==> config.mk <==
export PLATFORM = sky130hd
export DESIGN_NAME = jkff_bank_sequencer
export DESIGN_NICKNAME = d
export VERILOG_FILES = /design/src/rtl/jkff_bank_sequencer.sv
export SDC_FILE = /design/constraint.sdc
export NUM_CORES = 1
export LEC_CHECK = 0
export CAP_MARGIN = 10
export CORE_MARGIN = 2
export CORE_UTILIZATION = 27
export CTS_CLUSTER_DIAMETER = 200
export CTS_CLUSTER_SIZE = 12
export DETAILED_ROUTE_END_ITERATION = 6
export HOLD_SLACK_MARGIN = 0.08
export PLACE_DENSITY = 0.51
export REMOVE_ABC_BUFFERS = 1
export SETUP_SLACK_MARGIN = 0.1
export SLEW_MARGIN = 5
export SYNTH_ARGS = -nofsm -noshare
export SYNTH_HDL_FRONTEND = slang
export SYNTH_HIERARCHICAL = 1
export SYNTH_SLANG_ARGS = --single-unit
==> constraint.sdc <==
create_clock -name clk -period 1.9 [get_ports clk]
set_input_delay 0.285 -clock clk [delete_from_list [all_inputs] [get_ports clk]]
set_output_delay 0.285 -clock clk [all_outputs]
set_load 0.1 [all_outputs]
==> src/rtl/jkff_bank_sequencer.sv <==
// Command-driven sequencer for a bank of JK flip-flops. It loads, toggles, or counts
// the bank by steering each cell's j/k inputs. Only one command is in flight at a time.

module jkff_bank_cell (
    input  logic clk,
    input  logic reset,
    input  logic j,
    input  logic k,
    output logic q
);

    logic q_reg;

    always_ff @(posedge clk) begin
        if (reset) begin
            q_reg <= 1'b0;
        end else begin
            case ({j, k})
                2'b01:   q_reg <= 1'b0;
                2'b10:   q_reg <= 1'b1;
                2'b11:   q_reg <= ~q_reg;
                default: q_reg <= q_reg;
            endcase
        end
    end

    assign q = q_reg;

endmodule

module jkff_bank_sequencer #(
    parameter int WIDTH = 8,
    parameter int CNT_W = 8
) (
    input  logic             clk,
    input  logic             reset,
    input  logic             cmd_valid,
    output logic             cmd_ready,
    input  logic [1:0]       cmd_op,
    input  logic [WIDTH-1:0] cmd_data,
    input  logic [CNT_W-1:0] cmd_steps,
    output logic [WIDTH-1:0] q,
    output logic             busy,
    output logic             done
);

    typedef enum logic [1:0] {
        ST_IDLE = 2'd0,
        ST_EXEC = 2'd1,
        ST_DONE = 2'd2
    } state_t;

    localparam logic [1:0] OP_LOAD   = 2'b00;
    localparam logic [1:0] OP_TOGGLE = 2'b01;
    localparam logic [1:0] OP_UP     = 2'b10;
    localparam logic [1:0] OP_DOWN   = 2'b11;

    state_t           state_reg;
    logic [1:0]       op_reg;
    logic [WIDTH-1:0] data_reg;
    logic [CNT_W-1:0] step_cnt_reg;
    logic             busy_reg;
    logic             done_reg;

    logic [WIDTH-1:0] q_cells;
    logic [WIDTH-1:0] up_en;
    logic [WIDTH-1:0] dn_en;
    logic [WIDTH-1:0] j_next;
    logic [WIDTH-1:0] k_next;
    logic             accept;
    logic             is_count;

    assign cmd_ready = (state_reg == ST_IDLE);
    assign accept    = cmd_valid && cmd_ready;
    assign is_count  = cmd_op[1];

    // Bit i flips on count-up when all lower bits are 1, on count-down when all are 0.
    generate
        for (genvar gi = 0; gi < WIDTH; gi++) begin : g_count_en
            if (gi == 0) begin : g_lsb
                assign up_en[gi] = 1'b1;
                assign dn_en[gi] = 1'b1;
            end else begin : g_upper
                assign up_en[gi] = &q_cells[gi-1:0];
                assign dn_en[gi] = &(~q_cells[gi-1:0]);
            end
        end
    endgenerate

    always_comb begin
        j_next = '0;
        k_next = '0;
        if (state_reg == ST_EXEC) begin
            case (op_reg)
                OP_LOAD: begin
                    j_next = data_reg;
                    k_next = ~data_reg;
                end
                OP_TOGGLE: begin
                    j_next = data_reg;
                    k_next = data_reg;
                end
                OP_UP: begin
                    j_next = up_en;
                    k_next = up_en;
                end
                OP_DOWN: begin
                    j_next = dn_en;
                    k_next = dn_en;
                end
                default: begin
                    j_next = '0;
                    k_next = '0;
                end
            endcase
        end
    end

    generate
        for (genvar gi = 0; gi < WIDTH; gi++) begin : g_cells
            jkff_bank_cell u_cell (
                .clk   (clk),
                .reset (reset),
                .j     (j_next[gi]),
                .k     (k_next[gi]),
                .q     (q_cells[gi])
            );
        end
    endgenerate

    // A zero-step count skips EXEC entirely; the bank is never enabled for it.
    always_ff @(posedge clk) begin
        if (reset) begin
            state_reg    <= ST_IDLE;
            op_reg       <= OP_LOAD;
            data_reg     <= '0;
            step_cnt_reg <= '0;
            busy_reg     <= 1'b0;
            done_reg     <= 1'b0;
        end else begin
            case (state_reg)
                ST_IDLE: begin
                    done_reg <= 1'b0;
                    if (accept) begin
                        op_reg       <= cmd_op;
                        data_reg     <= cmd_data;
                        step_cnt_reg <= is_count ? cmd_steps : '0;
                        busy_reg     <= 1'b1;
                        if (is_count && (cmd_steps == '0)) begin
                            state_reg <= ST_DONE;
                            done_reg  <= 1'b1;
                        end else begin
                            state_reg <= ST_EXEC;
                        end
                    end
                end
                ST_EXEC: begin
                    if (op_reg[1]) begin
                        step_cnt_reg <= step_cnt_reg - CNT_W'(1);
                    end
                    if (!op_reg[1] || (step_cnt_reg <= CNT_W'(1))) begin
                        state_reg <= ST_DONE;
                        done_reg  <= 1'b1;
                    end
                end
                ST_DONE: begin
                    state_reg <= ST_IDLE;
                    busy_reg  <= 1'b0;
                    done_reg  <= 1'b0;
                end
                default: begin
                    state_reg <= ST_IDLE;
                    busy_reg  <= 1'b0;
                    done_reg  <= 1'b0;
                end
            endcase
        end
    end

    assign q    = q_cells;
    assign busy = busy_reg;
    assign done = done_reg;

endmodule

# After elaboration in Yosys (flattened, before gate mapping)
# Index checks and enable logic that the tools add are counted.
dict set report totals {
  reg_bits 30
  input_bits 21
  out_inout_bits 11
  elab_cells 122
}
dict set report op_classes {
  n_addsub 1
  magnitude_cmp 1
  eq_ne 31
  n_mux 26
  n_bitwise 16
  n_reduce_logical 33
}
# cell n
set op_table {}
lappend op_table {{8-bit two-way mux} 5}
lappend op_table {{2-bit == test, second input constant} 18}
lappend op_table {{8-bit case mux with 4 select lines} 1}
lappend op_table {{1-bit case mux with 3 select lines} 8}
lappend op_table {{8-bit case mux with 3 select lines} 1}
lappend op_table {{3-bit nonzero test} 8}
lappend op_table {{2-bit by 1-bit == test with 1-bit output, second input constant} 10}
lappend op_table {{8-bit case mux with 2 select lines} 1}
lappend op_table {{7-bit AND reduction} 2}
lappend op_table {{6-bit AND reduction} 2}
lappend op_table {{2-bit AND reduction} 5}
lappend op_table {{5-bit AND reduction} 2}
lappend op_table {{1-bit NOT} 9}
lappend op_table {{3-bit AND reduction} 3}
lappend op_table {{8-bit by 1-bit <= comparator with 1-bit output, second input constant} 1}
lappend op_table {{8-bit zero test} 1}
lappend op_table {{8-bit NOT} 1}
lappend op_table {{4-bit AND reduction} 2}
lappend op_table {{8-bit by 1-bit subtractor with 8-bit output, second input constant} 1}
lappend op_table {{7-bit NOT} 1}
lappend op_table {{2-bit two-way mux} 3}
lappend op_table {{6-bit NOT} 1}
lappend op_table {{5-bit NOT} 1}
lappend op_table {{2-bit zero test} 2}
lappend op_table {{13 further kinds} 19}

# Depth between registers and ports, before layout
# Gate-level depths: netlist of run 1.
dict set report depth {
  word_depth 6
  ltp_mapped 7
  mapped_depth_nobuf 6
}

# Cells and area by module
# Netlist of run 1, hierarchy kept.
# mod n_inst cells_each area_each_um2 seq_area_each_um2
set modules_own_cells {}
lappend modules_own_cells {jkff_bank_sequencer 1 197 1482.7 440.4}
lappend modules_own_cells {jkff_bank_cell 8 4 48.8 20.0}

# Worst setup path before layout of run 1
# OpenSTA, ideal clock, no wires.
dict set report synth_path {
  kind {register -> register}
  start {register g_cells[1].u_cell.q_reg}
  end {register g_cells[7].u_cell.q_reg}
  setup_time_ns 0.119
  arrival_ns 2.187
  t_required_ns 1.781
  path_slack_ns -0.406
  path_stages_with_launch 7
  path_buffers 0
  synth_period_minus_slack_ns 2.306
  cell_sequence {dfxtp_1 -> or4b_4 -> nor4_4 -> mux2i_1 -> a221oi_2 -> nand2b_1 -> a21oi_2}
}
dict set report synth_between {
  elab_chain_len 6
  word_cells_on_any_way 12
  classes_between {eq/ne: 3; mux: 5; bitwise: 1; reduce/logical: 3}
}
# element line
set synth_rtl {}
lappend synth_rtl {{start, declared} 12} ;# logic q_reg;
lappend synth_rtl {{start signal, assigned} 21} ;# 2'b11: q_reg <= ~q_reg;
lappend synth_rtl {{start signal, assigned} 22} ;# default: q_reg <= q_reg;
lappend synth_rtl {{7-bit NOT} 85} ;# assign dn_en[gi] = &(~q_cells[gi-1:0]);
lappend synth_rtl {{7-bit AND reduction} 85}
lappend synth_rtl {{8-bit case mux with 4 select lines (*)} 94} ;# case (op_reg)
lappend synth_rtl {{8-bit two-way mux (*)} 93} ;# if (state_reg == ST_EXEC) begin
lappend synth_rtl {{net k_next[7]} 69} ;# logic [WIDTH-1:0] k_next;
lappend synth_rtl {{2-bit == test or 2-bit by 1-bit == test with 1-bit output (tied branches)} 18} ;# case ({j, k})
lappend synth_rtl {{1-bit case mux with 3 select lines or 3-bit nonzero test (tied branches)} -}
lappend synth_rtl {{end signal, assigned} 21}
lappend synth_rtl {{end signal, assigned} 22}
lappend synth_rtl {{end, declared} 12}
# The timed path passes the listed nets; every way through them passes the cells marked *.
# A chain may end at the register's enable or synchronous reset.

# Final worst setup path of run 1
dict set report layout_path {
  start {register g_cells[0].u_cell.q_reg}
  end {register g_cells[7].u_cell.q_reg}
}
dict set report layout_between {
  elab_chain_len 6
  word_cells_on_any_way 12
  classes_between {eq/ne: 3; mux: 5; bitwise: 1; reduce/logical: 3}
}
# element line
set layout_rtl {}
lappend layout_rtl {{start, declared} 12}
lappend layout_rtl {{start signal, assigned} 21}
lappend layout_rtl {{start signal, assigned} 22}
lappend layout_rtl {{7-bit NOT} 85}
lappend layout_rtl {{7-bit AND reduction} 85}
lappend layout_rtl {{8-bit case mux with 4 select lines (*)} 94}
lappend layout_rtl {{8-bit two-way mux (*)} 93}
lappend layout_rtl {{net k_next[7]} 69}
lappend layout_rtl {{2-bit == test or 2-bit by 1-bit == test with 1-bit output (tied branches)} 18}
lappend layout_rtl {{1-bit case mux with 3 select lines or 3-bit nonzero test (tied branches)} -}
# Marks and branches as above.

==> results of run 1 <==
==> final timing paths <==
path	start	depth (start not counted)	end
worst max-delay path	g_cells[0].u_cell/q$_SDFFE_PP0P_	6	g_cells[7].u_cell/q$_SDFFE_PP0P_
worst min-delay path	busy$_SDFFE_PP0P_	2	busy$_SDFFE_PP0P_
worst max register to register	g_cells[0].u_cell/q$_SDFFE_PP0P_	6	g_cells[7].u_cell/q$_SDFFE_PP0P_
worst min register to register	busy$_SDFFE_PP0P_	2	busy$_SDFFE_PP0P_
==> area by class of cell <==
type                    count  area share, %
clock buffers               6           3.33
inverters                   7           1.06
multi-input cells         180           48.0
well taps                  80           4.04
flip-flops and latches     30           24.3
repair buffers             47           19.3
==> worst reg2reg max path, delay by kind of cell (launching register included) <==
family	cells	cell delay [ps]
AOI/OAI and AO/OA	2	300
DFF	1	310
muxes	1	140
and+or+nand+nor	3	900
==> cell usage in the layout, fill, tap and decap left out, drive strengths merged, types with 3 or more instances in the layout <==
master         instances
a31oi                  5
inv                    7
o21a                   3
clkbuf                 6
nand2                  8
mux2i                 10
dfxtp                 30
nor2                  44
buf                   27
nor3                   9
a21oi                 29
a21o                   5
nand2b                27
clkdlybuf4s50         20
a221oi                 3
nor3b                  3
nor2b                  3
nor4                   4
==> routing by layer <==
layer	global-route usage, %	up-vias	share of wire (%)
met1	17.0	754	50
met2	19.5	45	42
met5	0	-	0
met3	3.60	7	5.9
li1	-	886	-
met4	4.48	0	1.6
==> stage by stage <==
stage / hold slack [ps] / instance area, sq um
finish: 460 / 2480
global route: 476 / 2480
CTS: 467 / 2460
detailed placement: 457 / 2380
global placement: 453 / 2380
floorplan: 347 / 1800
==> cell families after synthesis <==
logic type / share of synthesized area [%]
flops: 32.1
compound gates: 20.5
buf+inv: 5.21
simple gates: 34.1
mux: 5.34
xor+xnor: 1.40
fa+ha+maj: 1.34
==> repair_timing <==
| item | CTS | global route |
|---|---|---|
| endpoints found under the setup margin | 1 | 4 |
| gates resized for setup | 0 | 4 |
| buffers inserted | 0 | 0 |
| pin swaps | 2 | 0 |
==> where the power goes <==
| group | internal, mW | switching (mW) | leakage (nW) |
|---|---|---|---|
| logic | 0.217 | 0.268 | 0.633 |
| clock network | 0.279 | 0.238 | 0.0431 |
| registers | 0.671 | 0.0418 | 0.246 |
| total | 1.17 | 0.548 | 0.923 |
==> impl_metrics.json, run 1 <==
{
  "cp-start-kind": "flip-flop",
  "worstPathCellList": "or4b_4 -> nor4_4 -> mux2i_1 -> a221oi_2 -> nand2b_1 -> a21oi_2",
  "cts_buffers": 5,
  "grt_antenna_before_repair": 0,
  "cts_tree": "built",
  "finalSetupViolations": 0,
  "tightestPinTransition_ps": 450,
  "power_density_mw_per_mm2": 692,
  "ys_top_cells_by_area": "dfxtp_1, nor2_1, nand2b_1",
  "yosys_warnings": 6,
  "max_cap_viol_count": 0,
  "synthToLayoutAreaGrowth_pct": 32.3,
  "hold_buffers": 0,
  "synth_cell_types": 42,
  "synth_top_cell_by_area": "dfxtp_1",
  "rows": 30,
  "syn_inst": 229,
  "async_reset_ff_share_pct": 0,
  "maxSlewHeadroom_pct": 69.9,
  "die_h_um": 87.3,
  "hpwl_mm": 3.32,
  "fin_skew_ps": 4.46,
  "max_freq_mhz": 575,
  "cpMaxStageDelayCell": "or4b_4",
  "hold_class": "reg -> reg",
  "fin_crit_sh_pct": 91.6,
  "cp_top_family": "simple AND/OR/NAND/NOR gates",
  "cts_root_buf": "clkbuf_8",
  "ys_ff_latch": 30,
  "fp.coreArea_sq_mm": 0.00676,
  "diodes": 0,
  "design.die.area_sq_mm": 0.00762,
  "via_count": 1692,
  "drive_gt1_share_pct": 21.9,
  "maxSlewViolCount": 0,
  "multi_input_area_sq_mm": 0.00119,
  "pin_count": 32,
  "place_ws_ps": 94.4,
  "grt_pass1_wl_mm": 7.62,
  "avgSynthCellArea_sq_um": 8.18,
  "grt_use_total_pct": 12.7,
  "synth_edf_count": 0,
  "grt_max_degree": 31,
  "crit_fanout": 4,
  "power_mw": 1.71,
  "max_stage_delay_ps": 580,
  "grt_setup_unrepaired": "true",
  "yosysMostFrequentCell": "nor2_1",
  "path_buf_inv": 0,
  "power.leakage_nw": 0.923,
  "r2r_setup_slack_ps": 160,
  "synth_top_area_share_pct": 32.1,
  "routed_wl_mm": 4.54,
  "worstSetupEndpointType": "flip-flop",
  "overflow": 0,
  "required_ps": 2080,
  "die_w_um": 87.3,
  "clock_sinks": 30,
  "synth_ff_type": "dfxtp_1",
  "htree_levels": 2,
  "vdd_ir_drop_max_mv": 0.313,
  "crit_arrival_ps": 1920,
  "wl_per_cell_um": 13.0,
  "first_pass_iters": 4,
  "dp_cells": 344,
  "clock_path_buffers": 2,
  "finalCriticalPeriod_ps": 1740,
  "path_class": "reg -> reg",
  "drc_errors": 0,
  "hold_viol": 0,
  "yosys-top-cells-count": "nor2_1, dfxtp_1, a21oi_1",
  "fin_cells": 350,
  "drt_iter0_markers": 82,
  "syn-cell-area_sq_mm": 0.00187,
  "insertion_delay_ps": 280,
  "portBuffers": 31,
  "vias_per_cell": 4.83,
  "nNetsFinal": 294,
  "place_congestion": 0.762,
  "start_util_pct": 27.7,
  "first_global_vias": 1661,
  "final_util_pct": 36.7,
  "setup_tns_ps": 0,
  "fill_cells": 703,
  "ys_seq_area_share_pct": 32.1,
  "seqCellArea_sq_um": 602,
  "clkTransAtPathRegs_ps": 60,
  "finalWorstSetupSlack_ps": 160,
  "status": "finished clean",
  "postRouteAntennaNets": 0
}
Power figures use the tool's default switching activity.
==> run 2: changes to the inputs <==
==> constraint.sdc (replaced) <==
create_clock -name clk -period 1.8 [get_ports clk]
set_input_delay 0.27 -clock clk [delete_from_list [all_inputs] [get_ports clk]]
set_output_delay 0.27 -clock clk [all_outputs]
set_load 0.1 [all_outputs]
==> impl_metrics.json, run 2 (same netlist as run 1, synthesis figures left out) <==
{
  "power_frac_seq_pct": 39.9,
  "layout_common_cells": "nor2_1, dfxtp_1, a21oi_1",
  "tightestPinTransition_ps": 427,
  "via_count": 1731,
  "grt_pass1_wl_mm": 8.06,
  "dp_cells": 344,
  "status": "finished clean",
  "overflow": 0,
  "fp.coreArea_sq_mm": 0.00676,
  "first_pass_iters": 4,
  "path_class": "reg -> reg",
  "clock_sinks": 30,
  "drc_errors": 0,
  "whs_ps": 462,
  "grt_use_total_pct": 13.6,
  "cts_tree": "built",
  "power_frac_clock_pct": 31.4,
  "routed_wl_mm": 4.71,
  "power_density_mw_per_mm2": 733,
  "vdd_ir_drop_max_mv": 0.284,
  "grt_setup_unrepaired": "true",
  "crit_arrival_ps": 1910,
  "grtUsageMet1_pct": 17.4,
  "start_util_pct": 27.7,
  "final_common_cell": "nor2_1",
  "cts_root_buf": "clkbuf_8",
  "die_w_um": 87.3,
  "switchingPower_mw": 0.621,
  "rows": 30,
  "cp-start-kind": "flip-flop",
  "max_freq_mhz": 579,
  "pwr-share-comb_pct": 28.7,
  "die_h_um": 87.3,
  "power_mw": 1.88,
  "pin_count": 32,
  "worstSetupEndpointType": "flip-flop",
  "drive_gt1_share_pct": 22.0,
  "met3_usage_pct": 4.27,
  "hold_class": "reg -> reg",
  "hpwl_mm": 3.17,
  "placed_area_sq_mm": 0.00245,
  "required_ps": 1980,
  "grt.busiest_layer": "met2",
  "p_int_mw": 1.26,
  "final_util_pct": 38.1,
  "diodes": 0,
  "wl_per_cell_um": 13.3,
  "grt_max_degree": 31,
  "maxSlewViolCount": 0,
  "first_global_vias": 1745,
  "place_ws_ps": -7.60,
  "fin_area_sq_mm": 0.00257,
  "p_sw_share_pct": 32.9,
  "hold_buffers": 0,
  "place_congestion": 0.748,
  "insertion_delay_ps": 290,
  "synthToLayoutAreaGrowth_pct": 37.3,
  "grt_antenna_before_repair": 0,
  "max_cap_viol_count": 0,
  "finalSetupViolations": 0,
  "crit_fanout": 4,
  "power.leakage_nw": 0.965,
  "hold_viol": 0,
  "vias_per_cell": 4.90,
  "portBuffers": 31,
  "clkTransAtPathRegs_ps": 70,
  "setup_tns_ps": 0,
  "cts_buffers": 5,
  "nNetsFinal": 295,
  "grt_util_met2_pct": 21.6,
  "fin_cells": 353,
  "drt_iter0_markers": 63,
  "fin_crit_sh_pct": 95.9,
  "finalWorstSetupSlack_ps": 74.0,
  "finalCriticalPeriod_ps": 1730,
  "htree_levels": 2,
  "fin_skew_ps": 4.68,
  "design.die.area_sq_mm": 0.00762,
  "postRouteAntennaNets": 0,
  "clock_path_buffers": 2,
  "maxSlewHeadroom_pct": 71.4
}
==> run 2: what timing repair did <==
action / CTS / global route
setup endpoints to repair: 4 / 4
pin swaps: 3 / 1
setup buffers: 1 / 0
gates resized for setup: 3 / 2
==> run 2: critical path, cell delays in order (launching register included) <==
cell and delay, ps:
dfxtp_2 320, or4b_4 570, nor4_4 170, mux2i_1 150, a221oi_2 210, nand2b_1 150, a21oi_2 50
==> run 2: worst paths after layout <==
check	start	end	slack [ps]	depth (start not counted)
setup reg to reg	g_cells[0].u_cell/q$_SDFFE_PP0P_	g_cells[7].u_cell/q$_SDFFE_PP0P_	70	6
setup / recovery	g_cells[0].u_cell/q$_SDFFE_PP0P_	g_cells[7].u_cell/q$_SDFFE_PP0P_	70	6
hold / removal	busy$_SDFFE_PP0P_	busy$_SDFFE_PP0P_	460	2
hold reg to reg	busy$_SDFFE_PP0P_	busy$_SDFFE_PP0P_	460	2
==> run 2: area by class of cell <==
type / instances / area (sq um)
multi-input combinational: 180 / 1190
inverter: 7 / 26.3
fill: 693 / 4180
clock inverter: 1 / 5.00
sequential: 30 / 602
clock buffer: 7 / 86.3
timing repair buffer: 48 / 561
tap: 80 / 100
==> run 2: power groups by stage <==
| stage | registers (mW) | clock network [mW] | logic [mW] |
|---|---|---|---|
| floorplan | 0.823 | 0 | 0.261 |
| global placement | 0.764 | 0 | 0.527 |
| detailed placement | 0.765 | 0 | 0.530 |
| CTS | 0.751 | 0.610 | 0.540 |
| global route | 0.759 | 0.647 | 0.593 |
| finish | 0.752 | 0.592 | 0.541 |
==> run 2: routing by layer <==
metal / vias up / wire length [um]
met4: 0 / 55
met1: 800 / 2360
met3: 7 / 216
li1: 890 / -
met2: 34 / 2080
met5: - / 0
